--- config.mk ---
export PLATFORM = sky130hd
export DESIGN_NAME = result_byte_reader
export DESIGN_NICKNAME = d
export VERILOG_FILES = /design/src/rtl/result_reader_pkg.sv /design/src/rtl/result_byte_reader_step_lock.sv /design/src/rtl/result_byte_reader.sv
export SDC_FILE = /design/constraint.sdc
export NUM_CORES = 1
export LEC_CHECK = 0
export ABC_AREA = 0
export CORE_MARGIN = 3
export CORE_UTILIZATION = 52
export CTS_CLUSTER_DIAMETER = 40
export DETAILED_ROUTE_END_ITERATION = 10
export GPL_ROUTABILITY_DRIVEN = 0
export PLACE_DENSITY = 0.85
export SLEW_MARGIN = 0
export SYNTH_ARGS = -nofsm -noshare
export SYNTH_HDL_FRONTEND = slang
export SYNTH_SLANG_ARGS = --single-unit
--- constraint.sdc ---
create_clock -name clk -period 2.8 [get_ports clk]
set_input_delay 0.7 -clock clk [delete_from_list [all_inputs] [get_ports clk]]
set_output_delay 0.7 -clock clk [all_outputs]
set_load 0.01 [all_outputs]
--- src/rtl/result_reader_pkg.sv ---
`default_nettype none
// ============================================================================
//  Module      : result_reader_pkg
//  Description : Shared types, sizes and byte-select helper for the result
//                readout path of the carry-select adder board controller.
//  Revision    : 1.0 - initial release
// ============================================================================
package result_reader_pkg;

    localparam int BYTE_W    = 8;
    localparam int NUM_BYTES = 4;
    localparam int IDX_W     = 2;
    localparam int DATA_W    = BYTE_W * NUM_BYTES;

    typedef enum logic [0:0] {
        IDLE = 1'b0,
        SHOW = 1'b1
    } state_t;

    // Pick one display byte out of the captured word; index 0 is bits 7:0.
    function automatic logic [BYTE_W-1:0] select_byte(
        input logic [DATA_W-1:0] word,
        input logic [IDX_W-1:0]  idx
    );
        logic [BYTE_W-1:0] b;
        case (idx)
            2'd0:    b = word[BYTE_W-1:0];
            2'd1:    b = word[2*BYTE_W-1:BYTE_W];
            2'd2:    b = word[3*BYTE_W-1:2*BYTE_W];
            default: b = word[4*BYTE_W-1:3*BYTE_W];
        endcase
        return b;
    endfunction

endpackage
`default_nettype wire

--- src/rtl/result_byte_reader_step_lock.sv ---
`default_nettype none
// ============================================================================
//  Module      : step_lock
//  Description : Button lock for the byte-step button. A step fires at most
//                once until unlock re-arms it; force_lock arms the lock
//                without firing (used when a capture swallows a press).
//  Revision    : 1.0 - initial release
// ============================================================================
module step_lock (
    input  logic clk,
    input  logic rst,
    input  logic step,
    input  logic unlock,
    input  logic force_lock,
    output logic fire
);

    logic r_lock;

    // A press is honoured only while unlocked and not swallowed by a capture.
    assign fire = step & ~r_lock & ~force_lock;

    // Lock bit: setting (fire or forced) wins over unlock; unlock alone clears.
    always_ff @(posedge clk) begin
        if (rst) begin
            r_lock <= 1'b0;
        end else if (force_lock || fire) begin
            r_lock <= 1'b1;
        end else if (unlock) begin
            r_lock <= 1'b0;
        end
    end

endmodule
`default_nettype wire

--- src/rtl/result_byte_reader.sv ---
`default_nettype none
// ============================================================================
//  Module      : result_byte_reader
//  Description : Captures the 32-bit adder sum and carry-out into a shadow
//                register and shows it one byte at a time on the LEDs,
//                stepped by a locked button.
//                Optional macro RESULT_AUTOSCROLL_EN adds a dwell counter
//                that advances the byte every SCROLL_CYCLES cycles.
//  Revision    : 1.0 - initial release
// ============================================================================
module result_byte_reader
    import result_reader_pkg::*;
#(
    parameter int SCROLL_CYCLES = 50_000_000
) (
    input  logic              clk,
    input  logic              rst,
    input  logic              load,
    input  logic [DATA_W-1:0] sum,
    input  logic              cout_in,
    input  logic              step,
    input  logic              unlock,
    output logic [BYTE_W-1:0] out,
    output logic [IDX_W-1:0]  byte_idx,
    output logic              cout_led,
    output logic              valid,
    output logic              done
);

    if (SCROLL_CYCLES < 2) begin : g_scroll_check
        $error("SCROLL_CYCLES must be at least 2");
    end

    state_t            r_state, w_state_nxt;
    logic [DATA_W-1:0] r_shadow, w_shadow_nxt;
    logic [IDX_W-1:0]  r_idx, w_idx_nxt;
    logic [BYTE_W-1:0] r_out, w_out_nxt;
    logic              r_cout, w_cout_nxt;
    logic              r_valid, w_valid_nxt;
    logic              r_done, w_done_nxt;

    logic w_show_step;
    logic w_force_lock;
    logic w_fire;
    logic w_auto_adv;
    logic w_adv;

    // Step only counts while showing; a capture in SHOW swallows the press.
    assign w_show_step  = step & (r_state == SHOW);
    assign w_force_lock = w_show_step & load;

    step_lock u_step_lock (
        .clk        (clk),
        .rst        (rst),
        .step       (w_show_step),
        .unlock     (unlock),
        .force_lock (w_force_lock),
        .fire       (w_fire)
    );

`ifdef RESULT_AUTOSCROLL_EN
    localparam logic [31:0] c_DWELL_LAST = 32'(SCROLL_CYCLES - 1);
    logic [31:0] r_dwell;

    assign w_auto_adv = (r_state == SHOW) && !load && (r_dwell == c_DWELL_LAST);

    // Dwell counter restarts on any advance or capture and idles at 0 outside SHOW.
    always_ff @(posedge clk) begin
        if (rst || (r_state != SHOW) || load || w_fire || w_auto_adv) begin
            r_dwell <= 32'd0;
        end else begin
            r_dwell <= r_dwell + 32'd1;
        end
    end
`else
    assign w_auto_adv = 1'b0;
`endif

    assign w_adv = w_fire | w_auto_adv;

    // Next-state and next-output logic; capture takes priority over any advance.
    always_comb begin
        w_state_nxt  = r_state;
        w_shadow_nxt = r_shadow;
        w_idx_nxt    = r_idx;
        w_cout_nxt   = r_cout;
        w_valid_nxt  = r_valid;
        w_done_nxt   = r_done;
        if (load) begin
            w_state_nxt  = SHOW;
            w_shadow_nxt = sum;
            w_cout_nxt   = cout_in;
            w_idx_nxt    = '0;
            w_done_nxt   = 1'b0;
            w_valid_nxt  = 1'b1;
        end else begin
            case (r_state)
                IDLE: begin
                    w_state_nxt = IDLE;
                end
                SHOW: begin
                    if (w_adv) begin
                        w_idx_nxt = r_idx + 1'b1;
                        if (r_idx == IDX_W'(NUM_BYTES - 1)) begin
                            w_done_nxt = 1'b1;
                        end
                    end
                end
                default: begin
                    w_state_nxt = IDLE;
                end
            endcase
        end
        w_out_nxt = (w_state_nxt == SHOW) ? select_byte(w_shadow_nxt, w_idx_nxt) : '0;
    end

    // State and all outputs are registered together.
    always_ff @(posedge clk) begin
        if (rst) begin
            r_state  <= IDLE;
            r_shadow <= '0;
            r_idx    <= '0;
            r_out    <= '0;
            r_cout   <= 1'b0;
            r_valid  <= 1'b0;
            r_done   <= 1'b0;
        end else begin
            r_state  <= w_state_nxt;
            r_shadow <= w_shadow_nxt;
            r_idx    <= w_idx_nxt;
            r_out    <= w_out_nxt;
            r_cout   <= w_cout_nxt;
            r_valid  <= w_valid_nxt;
            r_done   <= w_done_nxt;
        end
    end

    assign out      = r_out;
    assign byte_idx = r_idx;
    assign cout_led = r_cout;
    assign valid    = r_valid;
    assign done     = r_done;

endmodule
`default_nettype wire

==> metrics <==
FMAX=about 460 MHz; Post-DP Area=between 2000 and 2500 um2; buffers inserted by post-CTS timing repair=0; Yosys cell types=28; Synthesized Nets=roughly 240; Least-Margin Pin Slew=just over 0.7 ns; worst vdd ir=0.000428 V; Reg-to-Reg End=out[3]; P&R area growth vs syn=31.4%; Seq cells post-synth=47; power per standard cell area=between 500 and 600 nW/um2; sequential share of the synthesized area=0.477; crit share post-route=0.782; Root Driver=clkbuf_8; CTS tree=done; GRT Total Usage=0.199; antenna violations before repair=0; FP Rows=21; Synth area leaders=dfxtp_1, mux2i_1, nor2_1, a21oi_1, o221ai_1; CP endpoint kind=output port; via count=1603; Async SR Flop Fraction=0; CORE AREA=3490 um2; Final Hold Vio Count=0; Worst Setup Start Kind=register; syn_area_per_cell=roughly 10 um2; I/O Buffers=50; routed wire length=4100 um; synthesized cell area=1970 um2; worst hold path class=register to register; Ports=51; Initial Util=0.564; Clock Skew=just under 0.008 ns; worst-skew pair later-pin latency=0.29 ns; DP Worst Slack=0.372 ns; worst-path fanout max=13; Final min period=2.19 ns; DP Wirelength=2830 um; RSZ-0062 raised after global routing=no; cell family with most CP delay=buffers and inverters; GRT busiest layer=met2; Sink Count=47; GRT Residual Overflow=0; dominant cell type by area after synthesis=dfxtp_1; die area=4560 um2; sum of buffers and inverters on the critical path=1; DR iter-0 viols=~100; Main synth FF type=dfxtp_1; worst stage delay on the critical path=0.62 ns; crit-path cells=clkdlybuf4s50_1; slowest CP cell=clkdlybuf4s50_1; Max-cap violations=0; Die X=67.6 um; Hold Path Cell Cnt=2; endpoints failing setup=0; Die Height=67.6 um; GR met2 Demand/Resource=0.317; Max H-tree Level=2; Clock Tree Buf Depth=2; critical path arrival=1.49 ns; n_diodes=0; M1 GR Usage=0.261; first-pass GRT wire length=6870 um; outcome=finished clean; r2r setup slk=0.75 ns; Required @ worst endpoint=around 2.1 ns; Synth Instances=roughly 200; Min-Delay Endpoint=r_shadow[2]; number of remaining DRC errors=0; Crit Path Category=register to output port; Finished Cell Area=2590 um2; clock-pin slew on the worst setup and hold paths=approximately 0.090 ns; Detail Route Antenna Nets=0; list of most frequent post-synthesis cells=dfxtp_1, mux2i_1, nor2_1, a21oi_1, inv_1; share of the synthesized area in the top cell type=0.477; share of layout cells above drive strength 1=0.0595; final worst setup slack=about 0.61 ns; DR vias/cell=5.38; largest net degree at the start of global routing=40; number of flops mapped to enable cells by yosys=0; most common cell in the netlist=dfxtp_1; CTS Buf Count=5; Synthesis Warnings=0; FF-to-FF Start=byte_idx[0]; Post-CTS Resized=0; routed wire length per instance=13.8 um; origin of the worst min-delay path=r_shadow[2]; vias in the first global route=1505; M3 GR Usage=0.0433; nets@finish=290; worst-case reg-to-reg path depth=5; Leak=0.00117 uW; Hold-fix buffers, CTS=0; relative slew slack=0.524; Final Max Tran Viols=0; Setup TNS=0 ns; DR pass1 iterations=4
## layout by cell type (no fill, tap or decap)
master           count
clkdlybuf4s50_1     49
a2111oi_2            1
o31ai_1              1
buf_2                1
clkbuf_8             5
ha_1                 1
o221ai_1             7
nor2b_1              1
or3_1                1
dfxtp_1             47
mux2i_1             44
xor2_1               1
nor2_1              37
a211oi_1             1
clkinvlp_4           1
clkbuf_1             1
buf_4                5
and2_1               1
and3b_1              1
nor3b_1              2
mux2i_4              1
inv_6                1
nor3_1               4
nor4bb_1             1
nand3b_1             2
nand2_1              4
nor4b_1              1
o21bai_1             1
a21o_1               1
a21oi_1             18
inv_1               10
## cell type report
cell class	count	area, um2
clock inverter	2	16.3
fill	281	906
multi-input combinational	132	931
inverter	10	37.5
timing repair buffer	55	533
clock buffer	6	72.6
sequential	47	941
tap	46	57.6
## worst max-delay path by stage
stage,cells past startpoint,to,startpoint,slack [ns]
3_5_place_dp,6,out[6],step,0.37
2_1_floorplan,5,out[2],step,0.90
6_report,1,byte_idx[0],byte_idx[0],0.61
4_1_cts,1,byte_idx[0],byte_idx[0],0.62
5_1_grt,6,out[3],step,0.52
3_3_place_gp,6,out[6],step,0.43
## registers in the layout, summed over array words and instances, names as in the netlist
name and count:
r_shadow 32, out 8, u_step_lock.r_lock 1, r_state 1
byte_idx 2, done 1, cout_led 1, valid 1
## metrics by stage
| stage | cells | utilization | hold WS (ns) | power (uW) |
|---|---|---|---|---|
| floorplan | 202 | - | 0.444 | 848 |
| global placement | 290 | 0.715 | 0.451 | 942 |
| detailed placement | 290 | 0.715 | 0.463 | 945 |
| CTS | 298 | 0.741 | 0.480 | 1350 |
| global route | 298 | 0.741 | 0.504 | 1400 |
| finish | 298 | 0.741 | 0.477 | 1330 |
## power by group
| group | switching (uW) | leakage [uW] | internal (uW) |
|---|---|---|---|
| Combinational | 85.2 | 0.000738 | 114 |
| Sequential | 22.7 | 0.000388 | 708 |
| Clock | 221 | 0.0000418 | 179 |
| Total | 329 | 0.00117 | 1000 |
## routing by layer
layer  up-vias  wire, um
met2        48      1950
met1       752      1870
met4         0        21
li1        801         -
met5         -         0
met3         2       253
## logic make-up (layout without fill, tap and decap cells)
family                   count (synthesis)  count (layout)  share of synthesized area
buffers and inverters                   23              73                     0.0502
AO/OA/AOI/OAI                           30              30                     0.0997
multiplexers                            45              45                      0.235
adder cells (fa/ha/maj)                  1               1                    0.00635
AND/OR/NAND/NOR                         55              55                      0.127
XOR/XNOR                                 1               1                    0.00445
flip-flops                              47              47                      0.477
## tightest hold or removal path, delay by kind of cell, from the launching register on
family          cells  cell delay (ns)
compound gates      1             0.06
simple gates        1             0.06
flops               1             0.32
No activity file was read; power rests on OpenSTA's default activity.
